`config.mk`:
```
export PLATFORM = sky130hd
export DESIGN_NAME = univ_shift_reg_flat
export DESIGN_NICKNAME = d
export VERILOG_FILES = /design/src/rtl/univ_sr_pkg.sv /design/src/rtl/univ_shift_reg_if.sv /design/src/rtl/univ_sr_next.sv /design/src/rtl/univ_shift_reg.sv /design/src/flat_wrapper.sv
export SDC_FILE = /design/constraint.sdc
export NUM_CORES = 1
export LEC_CHECK = 0
export ABC_AREA = 1
export CAP_MARGIN = 25
export CORE_UTILIZATION = 49
export DETAILED_ROUTE_END_ITERATION = 8
export GPL_TIMING_DRIVEN = 0
export PLACE_DENSITY = 0.89
export SYNTH_ARGS = -nofsm -noshare
export SYNTH_HDL_FRONTEND = slang
export SYNTH_HIERARCHICAL = 1
export SYNTH_SLANG_ARGS = --single-unit
```
`constraint.sdc`:
```
create_clock -name clk -period 2.05 [get_ports clk]
set_clock_uncertainty 0.1 [all_clocks]
set_input_delay 0.205 -clock clk [delete_from_list [all_inputs] [get_ports clk]]
set_output_delay 0.205 -clock clk [all_outputs]
set_load 0.02 [all_outputs]
```
`src/rtl/univ_sr_pkg.sv`:
```
// Shared encodings for the universal shift register: operation modes,
// burst FSM states and burst counter sizing.
package univ_sr_pkg;

  typedef enum logic [2:0] {
    MODE_HOLD  = 3'd0,
    MODE_LOAD  = 3'd1,
    MODE_SHR   = 3'd2,
    MODE_SHL   = 3'd3,
    MODE_ROR   = 3'd4,
    MODE_ROL   = 3'd5,
    MODE_ASR   = 3'd6,
    MODE_HOLD7 = 3'd7
  } mode_e;

  typedef enum logic {
    ST_IDLE  = 1'b0,
    ST_BURST = 1'b1
  } state_e;

  function automatic int cnt_w(input int width);
    return $clog2(width) + 1;
  endfunction

  function automatic logic is_shift(input mode_e m);
    return (m == MODE_SHR) || (m == MODE_SHL) || (m == MODE_ROR) ||
           (m == MODE_ROL) || (m == MODE_ASR);
  endfunction

endpackage

```
`src/rtl/univ_shift_reg_if.sv`:
```
// Control/data bundle of the universal shift register.
// UNIV_SR_ABORT_EN adds the burst abort input.
interface univ_shift_reg_if
  import univ_sr_pkg::*;
#(
  parameter int WIDTH = 8
) ();
  localparam int CNT_W = cnt_w(WIDTH);

  logic [2:0]       mode;
  logic [WIDTH-1:0] din;
  logic             sin_r;
  logic             sin_l;
  logic             start;
  logic [CNT_W-1:0] count;
`ifdef UNIV_SR_ABORT_EN
  logic             abort;
`endif
  logic [WIDTH-1:0] qout;
  logic             sout_r;
  logic             sout_l;
  logic             busy;
  logic             done;

  modport master (
    output mode, din, sin_r, sin_l, start, count,
`ifdef UNIV_SR_ABORT_EN
    output abort,
`endif
    input  qout, sout_r, sout_l, busy, done
  );

  modport slave (
    input  mode, din, sin_r, sin_l, start, count,
`ifdef UNIV_SR_ABORT_EN
    input  abort,
`endif
    output qout, sout_r, sout_l, busy, done
  );
endinterface

```
`src/rtl/univ_sr_next.sv`:
```
// Combinational next-value unit: applies one operation to the register value.
module univ_sr_next
  import univ_sr_pkg::*;
#(
  parameter int WIDTH = 8
) (
  input  logic [WIDTH-1:0] q_i,
  input  mode_e            op_i,
  input  logic [WIDTH-1:0] din_i,
  input  logic             sin_r_i,
  input  logic             sin_l_i,
  output logic [WIDTH-1:0] q_o
);
  always_comb begin
    q_o = q_i;
    case (op_i)
      MODE_LOAD: q_o = din_i;
      MODE_SHR:  q_o = {sin_r_i, q_i[WIDTH-1:1]};
      MODE_SHL:  q_o = {q_i[WIDTH-2:0], sin_l_i};
      MODE_ROR:  q_o = {q_i[0], q_i[WIDTH-1:1]};
      MODE_ROL:  q_o = {q_i[WIDTH-2:0], q_i[WIDTH-1]};
      MODE_ASR:  q_o = {q_i[WIDTH-1], q_i[WIDTH-1:1]};
      default:   q_o = q_i;
    endcase
  end
endmodule

```
`src/rtl/univ_shift_reg.sv`:
```
// Universal shift register with autonomous burst engine.
// Define UNIV_SR_ABORT_EN to allow a running burst to be aborted.
module univ_shift_reg
  import univ_sr_pkg::*;
#(
  parameter int WIDTH = 8
) (
  input logic              clk,
  input logic              rst,
  univ_shift_reg_if.slave  bus
);
  localparam int CNT_W = cnt_w(WIDTH);

  logic [WIDTH-1:0] q_q, q_d;
  state_e           state_q, state_d;
  logic [CNT_W-1:0] rem_q, rem_d;
  mode_e            bmode_q, bmode_d;
  logic             done_q, done_d;
  mode_e            op;
  mode_e            mode_in;

  assign mode_in = mode_e'(bus.mode);

  univ_sr_next #(.WIDTH(WIDTH)) u_next (
    .q_i     (q_q),
    .op_i    (op),
    .din_i   (bus.din),
    .sin_r_i (bus.sin_r),
    .sin_l_i (bus.sin_l),
    .q_o     (q_d)
  );

  always_comb begin
    state_d = state_q;
    rem_d   = rem_q;
    bmode_d = bmode_q;
    done_d  = 1'b0;
    op      = mode_in;
    case (state_q)
      ST_IDLE: begin
        if (bus.start) begin
          if (is_shift(mode_in) && (bus.count != '0)) begin
            // First shift of the burst happens on the accepting edge.
            bmode_d = mode_in;
            rem_d   = bus.count - 1'b1;
            if (bus.count == CNT_W'(1)) done_d  = 1'b1;
            else                        state_d = ST_BURST;
          end else begin
            done_d = 1'b1;
          end
        end
      end
      ST_BURST: begin
        op    = bmode_q;
        rem_d = rem_q - 1'b1;
        if (rem_q <= CNT_W'(1)) begin
          state_d = ST_IDLE;
          done_d  = 1'b1;
        end
`ifdef UNIV_SR_ABORT_EN
        if (bus.abort) begin
          op      = MODE_HOLD;
          rem_d   = '0;
          state_d = ST_IDLE;
          done_d  = 1'b1;
        end
`endif
      end
      default: state_d = ST_IDLE;
    endcase
  end

  always_ff @(posedge clk or posedge rst) begin
    if (rst) begin
      q_q     <= '0;
      state_q <= ST_IDLE;
      rem_q   <= '0;
      bmode_q <= MODE_HOLD;
      done_q  <= 1'b0;
    end else begin
      q_q     <= q_d;
      state_q <= state_d;
      rem_q   <= rem_d;
      bmode_q <= bmode_d;
      done_q  <= done_d;
    end
  end

  assign bus.qout   = q_q;
  assign bus.sout_r = q_q[0];
  assign bus.sout_l = q_q[WIDTH-1];
  assign bus.busy   = (state_q == ST_BURST);
  assign bus.done   = done_q;
endmodule
```
`src/flat_wrapper.sv`:
```
// flat-port wrapper written by rule: the top's interface ports become plain ports
module univ_shift_reg_flat import univ_sr_pkg::*;
#(
  parameter int WIDTH = 8
)
  (clk, rst, bus_mode, bus_din, bus_sin_r, bus_sin_l, bus_start, bus_count, bus_qout, bus_sout_r, bus_sout_l, bus_busy, bus_done);
  univ_shift_reg_if #(.WIDTH(WIDTH)) bus_i ();
  input logic clk;
  input logic rst;
  input wire logic [$bits(bus_i.mode)-1:0] bus_mode;
  input wire logic [$bits(bus_i.din)-1:0] bus_din;
  input wire logic [$bits(bus_i.sin_r)-1:0] bus_sin_r;
  input wire logic [$bits(bus_i.sin_l)-1:0] bus_sin_l;
  input wire logic [$bits(bus_i.start)-1:0] bus_start;
  input wire logic [$bits(bus_i.count)-1:0] bus_count;
  output wire logic [$bits(bus_i.qout)-1:0] bus_qout;
  output wire logic [$bits(bus_i.sout_r)-1:0] bus_sout_r;
  output wire logic [$bits(bus_i.sout_l)-1:0] bus_sout_l;
  output wire logic [$bits(bus_i.busy)-1:0] bus_busy;
  output wire logic [$bits(bus_i.done)-1:0] bus_done;
  assign bus_i.mode = bus_mode;
  assign bus_i.din = bus_din;
  assign bus_i.sin_r = bus_sin_r;
  assign bus_i.sin_l = bus_sin_l;
  assign bus_i.start = bus_start;
  assign bus_i.count = bus_count;
  assign bus_qout = bus_i.qout;
  assign bus_sout_r = bus_i.sout_r;
  assign bus_sout_l = bus_i.sout_l;
  assign bus_busy = bus_i.busy;
  assign bus_done = bus_i.done;
  univ_shift_reg #(.WIDTH(WIDTH)) u_core (.clk(clk), .rst(rst), .bus(bus_i));
endmodule
```
==> run summary <==
worst-case reg-to-reg path depth: 7
worst path cell trace: buf_6 -> buf_4 -> o21ai_1 -> inv_2 -> a21o_4 -> nand3_1 -> nand4_1
IR drop worst, VDD: 0.8883 mV
yosys warns: 6
Starting Density: 52.15%
Post-Syn Nets: 199
DIE HEIGHT: 53.58 um
drt total wl: 2771 um
root buffer cell: clkbuf_4
Clock Latency Late Sink: 0.29 ns
Worst Path Required: 2.11 ns
IO Pins: 32
Post-synth top cells: nand2_1, nand3_1, dfrtp_1, nand4_1, inv_1
std cell rows: 18
worst-margin pin slew: 0.6346 ns
status: complete, no violations
PD cells: 1502 nW/um^2
vias in the first global route: 1088
Fin Setup TNS: 0 ns
final setup margin: 0.1508 ns
PostCTS Resize Cnt: 0
Sink Count: 17
total grt overflow: 0
total track usage: 21.29%
DP Area: 1652 um^2
clock buffer depth: 2
DR pass1 iterations: 4
Avg Inst Size Synth: 7.450 um^2
CP Class: reg -> reg
Yosys cell types: 25
number of H-tree levels: 1
global-route wire length before repair: 4485 um
total power draw: 0.002520 W
Hold Violations, Final: 0
fin nets: 235
number of flops mapped to enable cells by yosys: 0
via count: 1275
clock-pin slew on the worst setup and hold paths: 0.10 ns
Placeable Area: 2500 um^2
Max-Cap Viols: 0
ratio of cells with drive above 1 in the final layout: 14.29%
TritonCTS Buffers: 3
dpl ws: 0.1349 ns
slew margin rel.: 57.65%
fin. max-slew vios: 0
critical path peak fanout: 10
DP HPWL: 2106 um
Reg2Reg Capture Point: u_core/bus.qout[2]$_DFF_PP0_
Horiz. Die Dim: 53.58 um
Post-Syn Area: 1304 um^2
Tmin final: 1.899 ns
data arrival time of the critical path: 1.96 ns
hold_buf cts: 0
RSZ-0062 raised after global routing: no
pin count of the biggest net entering global routing: 18
ys async rst share: 100.0%
Critical R2R Launch: u_core/bus.busy$_DFF_PP0_
post-synthesis sequential area ratio: 32.63%
gpl congestion: 0.8650
Routed WL per cell: 11.55 um
leading area contributor after synthesis: dfrtp_1
post-detailed-route count of antenna-violating nets: 0
Crit. End Element: flop
Synth top area share: 32.63%
final-report setup violation count: 0
Via density: 5.313
Critical path buffers and inverters: 3
post-layout instance area: 1678 um^2
die area: 2871 um^2
Worst R2R Setup Slack: 0.15 ns
worst hold path class: in -> async
1st-iter DRT viols: 49
# DRC: 0
CP top delay family: compound AO/OA/AOI/OAI gates
commonest register cell after synthesis: dfrtp_1
initial antenna violation count: 0
IO Port Bufs: 31
diodes inserted: 0
P_leak: 0.8098 nW
Post-CTS Setup Inserts: 0
Cells after Synth: 175
area delta synth->final: 28.69%
top-count cell post-synth: nand2_1
Peak Freq: 526.5 MHz
number of synthesized register bits: 17
Fillers: 218
Critical-path top delay cell: dfrtp_1
final worst path period share: 92.64%
crit start category: flop
TritonCTS clock tree: done
max incr delay on CP: 0.41 ns
dominant cells by area after synthesis: dfrtp_1, nand2_1, nand3_1
==> cell type report <==
cell class	count	area [um^2]	area share, %
multi-input cells	129	725.7	43.25
flip-flops and latches	17	425.4	25.35
repair buffers	31	310.3	18.49
inverters	22	85.08	5.071
plain buffers	7	67.56	4.027
well taps	30	37.54	2.237
clock buffers	4	26.28	1.566
==> metrics by stage <==
step                      hold slack [ns]  cells  util, %
final                              0.1821    240    67.12
after global placement             0.3755    236    66.07
after detailed placement           0.3897    236    66.07
after CTS                          0.2047    240    67.12
after floorplan                   0.03107    175        -
after global routing               0.2500    240    67.12
==> state kept, by name, summed over array words and instances, names as in the netlist <==
name and cells:
u_core/bus.done 1, u_core/bmode_q 3, u_core/bus.busy 1, u_core/rem_q 4, u_core/bus.qout 8
==> cells by family (layout without fill, tap and decap cells) <==
logic type      Yosys count  after routing  synth area share (%)
compound gates           13             13                 6.526
xor+xnor                  1              1                0.6719
fa+ha+maj                 4              4                 3.839
buf+inv                  29             64                 11.71
flops                    17             17                 32.63
mux                       1              1                0.7678
simple gates            110            110                 43.86
==> per-layer routing <==
layer	GRT usage, %	share of wire [%]	vias to the layer above	wire length [um]
met5	0	0	-	0
met4	3.947	0.32	0	9
met2	34.79	48	36	1328
met1	28.57	47	583	1305
li1	-	-	654	-
met3	5.367	4.6	2	128
==> report_power, final <==
| group | internal (W) | total, W | switching (W) |
|---|---|---|---|
| Combinational | 0.000710 | 0.00167 | 0.000956 |
| Sequential | 0.000513 | 0.000676 | 0.000163 |
| Clock | 0.0000757 | 0.000179 | 0.000103 |
==> worst reg2reg max path: cells and delay by family, from the launching register on <==
family                 cells  cell delay (ns)
buffers and inverters      3             0.46
AOI/OAI and AO/OA          2             0.65
and+or+nand+nor            2             0.16
DFF                        1             0.41
==> worst max path at each step <==
stage / startpoint / to / slack [ns] / cells after the start
2_1_floorplan: u_core/bus.busy$_DFF_PP0_ / u_core/bus.qout[6]$_DFF_PP0_ / 0.30 / 9
3_3_place_gp: bus_mode[0] / u_core/bus.qout[2]$_DFF_PP0_ / 0.16 / 7
3_5_place_dp: bus_mode[0] / u_core/bus.qout[2]$_DFF_PP0_ / 0.13 / 7
4_1_cts: u_core/bus.busy$_DFF_PP0_ / u_core/bus.qout[2]$_DFF_PP0_ / 0.16 / 7
5_1_grt: u_core/bus.busy$_DFF_PP0_ / u_core/bus.qout[2]$_DFF_PP0_ / 0.01 / 7
6_report: u_core/bus.busy$_DFF_PP0_ / u_core/bus.qout[2]$_DFF_PP0_ / 0.15 / 7
==> cells in the final DEF, fill, tap and decap left out <==
cell and instances:
nand2_1 48, clkdlybuf4s50_1 31, nand3_1 26, dfrtp_1 17
nand4_1 16, inv_1 14, nor2_1 9, inv_2 7
o21ai_1 7, buf_6 4, ha_1 4, clkbuf_4 3
buf_4 3, nand3_2 2, nand4_4 2, o21ai_0 2
or2_0 2, o21ai_2 2, nand2_2 2, clkbuf_1 1
nand3_4 1, nor2_4 1, nand2_4 1, mux2i_1 1
xnor2_1 1, a21o_4 1, inv_4 1, o21a_1 1
Power figures use the tool's default switching activity.
==> variant: new RTL, same settings <==
Reset style: synchronous (`rst`), changed in one clocked block.
--- a/src/rtl/univ_shift_reg.sv
+++ b/src/rtl/univ_shift_reg.sv
@@ -71,5 +71,5 @@
   end
 
-  always_ff @(posedge clk or posedge rst) begin
+  always_ff @(posedge clk) begin
     if (rst) begin
       q_q     <= '0;
Formal check against the unedited RTL: differs if rst is asserted again (counterexample within 4 cycles, from zero or initial values and one cycle with rst high); with rst held inactive, the same outputs for 10 cycles.
==> variant against the original RTL <==
Sequential cell count is the same. Critical endpoint is now bus_qout[7]. Worst setup slack gained 0.11 ns. Hold slack gained 0.21 ns. Synthesized area shrank 2.9%. Routed wire length grew 2.3%. Count of clock-buffer cells in the layout is the same. Cell area shrank 2.0%.
Power is not compared: it rests on default switching activity, and its combinational part moved more than twofold at a synthesized area within 25%.
==> variant: results (changes against the original RTL) <==
----------------------------------------------------
[Place]
  Post-DP Area ... 1610 µm² (-2.3%)
  Detailed Place HPWL ... 2200 µm (+4.6%)
  Global placer's final weighted congestion ... 0.847 (-2.0%)

[Status]
  Outcome ... finished, final reports clean

[Setup path]
  Startpoint of the worst register-to-register path ... u_core/bus.busy$_SDFF_PP0_
  Setup slack of the worst register-to-register path ... 0.26 ns (+0.11 ns)
  Arrival @ worst endpoint ... 1.48 ns (-0.48 ns)
  Depth of the worst register-to-register path ... 9 (+2)
  Max FO, Critical Path ... 7 (-3)
  Worst r2r dst ... u_core/bus.qout[5]$_SDFF_PP0_

[Global routing]
  Global routing met1 resource utilization ... 0.282 (-0.00322)
  GR met2 Demand/Resource ... 0.378 (+0.0297)
  Total global routing track utilization ... 0.225 (+0.0122)
  Wire length of the first global-routing pass ... 4630 µm (+3.2%)
  Number of global-route vias before repair ... 1123 (+3.2%)
  GRT busiest layer ... met2
  GR met3 Demand/Resource ... 0.0551 (+0.00140)

[Min path]
  Worst Hold Class ... reg2reg

[STA]
  Tightest Pin Transition ... 0.460 ns (-0.175 ns)
  Post-Route Hold Slack ... 0.393 ns (+0.211 ns)

[Layout]
  Count of nets after finishing ... 253 (+7.7%)
  Layout fillers ... 221 (+1.4%)

[Yosys]
  Count of different cell masters after synthesis ... 27 (+8.0%)
  Async S/R FF share, synth ... 0 (-1.00)
  Synthesized netlist net count ... 217 (+9.0%)
  Biggest area contributors in the synthesized netlist ... sky130_fd_sc_hd__dfxtp_1 27%, sky130_fd_sc_hd__nand2_1 11%, sky130_fd_sc_hd__nand3_1 8.7%, sky130_fd_sc_hd__nand4_1 7.9%, sky130_fd_sc_hd__inv_1 7.7%

[Drt]
  Routed wirelength normalized by instance count ... 11.0 µm (-4.8%)
  First-pass iteration count of the detailed router ... 5 (+1)

----------------------------------------------------
-- variant: cells by family (layout without fill, tap and decap cells) --
kind of cell,after synthesis,in the layout,synth area share
buf+inv,39,74,0.147
simple gates,112,112,0.439
mux,1,1,0.00791
flops,17,17,0.269
compound gates,20,20,0.0978
fa+ha+maj,4,4,0.0395
-- variant: worst max-delay path, cell delays in order, from the launching register on --
cell	delay, ns
sky130_fd_sc_hd__dfxtp_1	0.46
sky130_fd_sc_hd__buf_4	0.15
sky130_fd_sc_hd__clkdlybuf4s50_1	0.58
-- variant: metrics by stage --
step | power (W) | utilization | setup TNS, ns | worst slack, ns | cells
finish | 0.000955 | 0.670 | 0 | 0.261 | 258
global route | 0.00102 | 0.670 | 0 | 0.111 | 258
CTS | 0.000963 | 0.668 | 0 | 0.136 | 258
detailed placement | 0.000783 | 0.657 | -0.527 | -0.0999 | 254
global placement | 0.000778 | 0.657 | -0.273 | -0.0497 | 254
floorplan | 0.000652 | - | 0 | 0.126 | 193
-- variant: area by class of cell --
cell class / instances / area share
multi-input combinational: 137 / 0.452
sequential: 17 / 0.207
timing repair buffer: 31 / 0.189
inverter: 32 / 0.0746
buffer: 7 / 0.0388
tap: 30 / 0.0228
clock buffer: 4 / 0.0160
-- variant: layer usage --
| layer | vias to the layer above | share of wire |
|---|---|---|
| li1 | 699 | - |
| met1 | 586 | 0.46 |
| met2 | 41 | 0.48 |
| met3 | 2 | 0.049 |
| met4 | 0 | 0.0081 |
| met5 | - | 0 |
-- variant: what timing repair did --
action / in CTS / in global routing
endpoints found under the hold margin: 0 / 0
setup endpoints to repair: 8 / 2
hold buffers: 0 / 0
pin swaps: 0 / 0
gates resized for setup: 1 / 2
